**config.mk**
```make
export PLATFORM = sky130hd
export DESIGN_NAME = cs
export DESIGN_NICKNAME = d
export VERILOG_FILES = /design/src/rtl/cs_pkg.sv /design/src/rtl/cs_appr_select.sv /design/src/rtl/cs.sv
export SDC_FILE = /design/constraint.sdc
export NUM_CORES = 1
export LEC_CHECK = 0
export ABC_AREA = 1
export CAP_MARGIN = 5
export CELL_PAD_IN_SITES_DETAIL_PLACEMENT = 1
export CELL_PAD_IN_SITES_GLOBAL_PLACEMENT = 1
export CORE_MARGIN = 2
export CORE_UTILIZATION = 46
export DETAILED_ROUTE_END_ITERATION = 10
export PLACE_DENSITY = 0.85
export SLEW_MARGIN = 25
export SYNTH_ARGS = -nofsm -noshare
export SYNTH_HDL_FRONTEND = slang
export SYNTH_SLANG_ARGS = --single-unit
```
**constraint.sdc**
```tcl
create_clock -name clk -period 13.1 [get_ports clk]
set_clock_uncertainty 0.2 [all_clocks]
set_input_delay 1.965 -clock clk [delete_from_list [all_inputs] [get_ports clk]]
set_output_delay 1.965 -clock clk [all_outputs]
set_load 0.02 [all_outputs]
```
**src/rtl/cs_pkg.sv**
```systemverilog
// Shared types and constants for the cs comparator-select filter.
// Provides sample/sum typedefs and small arithmetic helpers.
`timescale 1ns/1ps
package cs_pkg;

  localparam int DW   = 8;
  localparam int N    = 9;
  localparam int OW   = 10;
  localparam int SUMW = 12;

  typedef logic [DW-1:0]   sample_t;
  typedef logic [SUMW-1:0] sum_t;

  // 9*v via shift-add; 9*255 = 2295 fits SUMW
  function automatic sum_t times9(sample_t v);
    return (sum_t'(v) << 3) + sum_t'(v);
  endfunction

  function automatic sample_t smax(sample_t a, sample_t b);
    return (a > b) ? a : b;
  endfunction

endpackage

```
**src/rtl/cs_appr_select.sv**
```systemverilog
// Picks the largest window sample not above floor(s/9).
// Ports: w (window), s (window sum) -> xappr.
`timescale 1ns/1ps
module cs_appr_select
  import cs_pkg::*;
(
  input  sample_t w [N],
  input  sum_t    s,
  output sample_t xappr
);

  sample_t q [N];
  sample_t a0, a1, a2, a3;
  sample_t b0, b1, c0;

  // w <= floor(s/9) is equivalent to 9*w <= s
  always_comb begin
    for (int k = 0; k < N; k++) begin
      q[k] = (times9(w[k]) <= s) ? w[k] : '0;
    end
  end

  always_comb begin
    a0    = smax(q[0], q[1]);
    a1    = smax(q[2], q[3]);
    a2    = smax(q[4], q[5]);
    a3    = smax(q[6], q[7]);
    b0    = smax(a0, a1);
    b1    = smax(a2, a3);
    c0    = smax(b0, b1);
    xappr = smax(c0, q[8]);
  end

endmodule

```
**src/rtl/cs.sv**
```systemverilog
// Comparator-select filter: 9-sample window, Y=(S+9*Xappr)>>3.
// Ports: clk, reset (sync, high), X sample in, Y result out.
`timescale 1ns/1ps
module cs
  import cs_pkg::*;
(
  input  logic          clk,
  input  logic          reset,
  input  logic [DW-1:0] X,
  output logic [OW-1:0] Y
);

  sample_t          w [N];
  sum_t             s;
  sample_t          xappr;
  logic [SUMW:0]    acc;

  always_ff @(posedge clk) begin
    if (reset) begin
      for (int k = 0; k < N; k++) begin
        w[k] <= '0;
      end
      s <= '0;
    end else begin
      w[0] <= X;
      for (int k = 1; k < N; k++) begin
        w[k] <= w[k-1];
      end
      // running sum tracks the window exactly
      s <= s + sum_t'(X) - sum_t'(w[N-1]);
    end
  end

  cs_appr_select u_sel (
    .w     (w),
    .s     (s),
    .xappr (xappr)
  );

  assign acc = {1'b0, s} + {1'b0, times9(xappr)};
  assign Y   = acc[SUMW:3];

endmodule

```
==> summary.md <==
| Metric | Value |
|---|---|
| Status | `complete, no violations` |
| Period Utilization, post-route | `0.968` |
| Sequential fraction of the synthesis area | `0.158` |
| Yosys warns | `0` |
| Number of synthesized flops with an enable pin | `0` |
| Core ar. | `22600 um2` |
| Setup TNS | `0 ns` |
| Clk_lat worst skew | `0.36 ns` |
| Slew Viols, Final | `0` |
| Top cells by area, synth | `ha_1 (28%), dfxtp_1 (16%), nand2_1 (9.6%)` |
| Die width | `156 um` |
| Vias post-DR | `10161` |
| DRC viols | `0` |
| Worst setup SP type | `register` |
| H-tree lvl count | `3` |
| Initial Util | `0.469` |
| Area share of the largest cell type after synthesis | `0.284` |
| Reg2Reg Depth | `21` |
| Final Wtd Congestion | `0.870` |
| Syn_nets | `1787` |
| Critical Path Start | `w[59]$_SDFF_PP0_` |
| R2R Path Start | `s[2]$_SDFF_PP0_` |
| Top FF cell, synth | `dfxtp_1` |
| Buffers added on ports | `19` |
| Crit Reg-Reg Endpoint | `s[11]$_SDFF_PP0_` |
| Least-Margin Pin Slew | `0.948 ns` |
| Max incr delay on CP | `0.45 ns` |
| Cells after Synth | `1514` |
| Final WL | `33.1 mm` |
| Sink Count | `84` |
| DRT iter0 DRCs | `363` |
| Inserted Clock Buffers | `9` |
| Die Span Y | `156 um` |
| Initial antenna violation count | `0` |
| Syn avg cell area | `7.02 um2` |
| Synth area leader | `ha_1` |
| Largest net degree at the start of global routing | `78` |
| Slew margin rel. | `0.368` |
| Global route overflow | `0` |
| Initial DRT Pass Iterations | `5` |
| Layout cells sized above 1 | `0.100` |
| Die area | `24300 um2` |
| First-pass GRT wire length | `52.4 mm` |
| # rows | `55` |
| CP Capture Type | `output port` |
| Area Growth Syn to Fin | `11.4%` |
| GRT Total Usage | `0.272` |
| Crit path max fanout | `8` |
| Worst-case clock buffer depth | `2` |
| Layout fillers | `2944` |
| HP Start | `w[59]$_SDFF_PP0_` |
| CP Class | `register to output port` |
| Hold Fails Final Rpt | `0` |
| Synth cell types | `45` |
| CP max-delay cell | `fa_1` |
| Flop2flop setup slack | `9.26 ns` |
| Nets | `1825` |
| Async S/R FF share, synth | `0` |
| Dpl hpwl | `25.4 mm` |
| Worst EP required | `10.93 ns` |
| Critical path data arrival time | `10.52 ns` |
| IO Count | `20` |
| Post-Syn Area | `10600 um2` |
| Fmax | `78.9 MHz` |
| Vias/cell | `5.52` |
| Synth Register Bits | `84` |
| ANT cells | `0` |
| Post-route ant nets | `0` |
| Number of global-route vias before repair | `10575` |
| Hold Crit Depth | `2` |
| Wirelength per Cell | `18.0 um` |
| Hold worst-path end | `w[51]$_SDFF_PP0_` |
| Final setup violation count | `0` |
| Max Cap Viol | `0` |
| CTS tree | `built` |
| Clk root buf | `clkbuf_16` |
| Clock transition at path regs | `0.06 ns` |
| HP Class | `register to register` |
| Tmin final | `12.68 ns` |
-- worst max path at each step --
stage | endpoint | slack, ns | cells after the start
2_1_floorplan | Y[7] | 1.02 | 54
3_3_place_gp | Y[7] | 0.22 | 58
3_5_place_dp | Y[7] | -0.12 | 60
4_1_cts | Y[9] | 0.007 | 63
5_1_grt | Y[7] | -0.25 | 60
6_report | Y[7] | 0.42 | 59
-- state kept, by name (all words and copies together) (netlist names) --
| signal | cells |
|---|---|
| w | 72 |
| s | 12 |
-- synth_stat cells (9+ instances only) --
master,count
a21oi_1,116
clkbuf_1,12
dfxtp_1,84
fa_1,22
ha_1,241
inv_1,268
nand2_1,271
nand2_2,17
nand3_1,39
nand4_1,22
nor2_1,165
nor3_1,10
o21ai_0,69
o21ai_1,25
o21ai_2,9
xnor2_1,19
xor2_1,41
-- kinds of logic after synthesis --
logic type | count (synthesis) | share of synthesized area
adder cells (fa/ha/maj) | 263 | 0.325
flip-flops | 84 | 0.158
buffers and inverters | 291 | 0.104
AND/OR/NAND/NOR | 553 | 0.224
XOR/XNOR | 60 | 0.0495
AO/OA/AOI/OAI | 263 | 0.139
-- timing repair --
item,CTS,global route
pin swaps,0,10
gates cloned,1,5
setup endpoints to repair,9,10
hold buffers,0,0
setup buffers,2,8
gates resized for setup,18,100
endpoints found under the hold margin,0,0
-- worst max-delay path, delay by kind of cell, from the launching register on --
family                   cells  cell delay, ns
XOR/XNOR                     2            0.29
adder cells (fa/ha/maj)      9            2.71
buffers and inverters       13            1.58
flip-flops                   1            0.39
AO/OA/AOI/OAI               19            3.29
AND/OR/NAND/NOR             16            1.91
-- through the flow --
stage               area [um2]  setup slack [ns]  hold WS (ns)  cells  utilization
global placement         11200             0.216         0.277   1810        0.493
floorplan                10600              1.02         0.237   1514            -
detailed placement       11200            -0.125         0.284   1810        0.493
CTS                      11500           0.00660         0.286   1829        0.508
finish                   11800             0.418         0.286   1842        0.523
global route             11800            -0.246         0.307   1842        0.523
-- area by class of cell --
type | instances | area, um2 | area share
Clock buffer | 12 | 256 | 0.0217
Clock inverter | 4 | 47.5 | 0.00402
Inverter | 274 | 1030 | 0.0871
Multi-Input combinational cell | 1140 | 8100 | 0.684
Sequential cell | 84 | 1690 | 0.142
Tap cell | 285 | 357 | 0.0301
Timing Repair Buffer | 40 | 343 | 0.0290
Timing Repair inverter | 3 | 20.0 | 0.00169
-- metal layers --
| metal | vias up | global-route usage | routed length, um |
|---|---|---|---|
| li1 | 5021 | - | - |
| met1 | 4915 | 0.332 | 14800 |
| met2 | 163 | 0.499 | 16500 |
| met3 | 62 | 0.0303 | 920 |
| met4 | 0 | 0.0856 | 953 |
| met5 | - | 0 | 0 |
-- cell usage in the layout (no fill, tap or decap), types with 3 or more instances in the layout --
cell	count
o21ai_2	27
o211ai_1	6
nand2_2	26
nand2_4	6
buf_2	3
a211oi_2	3
nor3_2	4
a21oi_2	10
xnor2_1	19
a21o_1	5
ha_1	240
clkbuf_16	9
clkdlybuf4s50_1	9
nand3_2	8
a211oi_1	5
xor2_1	41
inv_2	9
fa_1	22
o21ai_1	29
nor2_1	161
nor2_2	5
o21a_1	8
nand4_1	22
nor3_1	8
dfxtp_1	81
nand3b_1	3
dfxtp_2	3
a21oi_1	106
inv_1	263
buf_4	19
nand3_1	39
and2_1	4
nand2_1	262
dlymetal6s2s_1	5
clkinvlp_4	3
o21ai_0	46
Power is not shown: default switching activity piles up to over one toggle a cycle in this logic, so the estimate is an artifact.
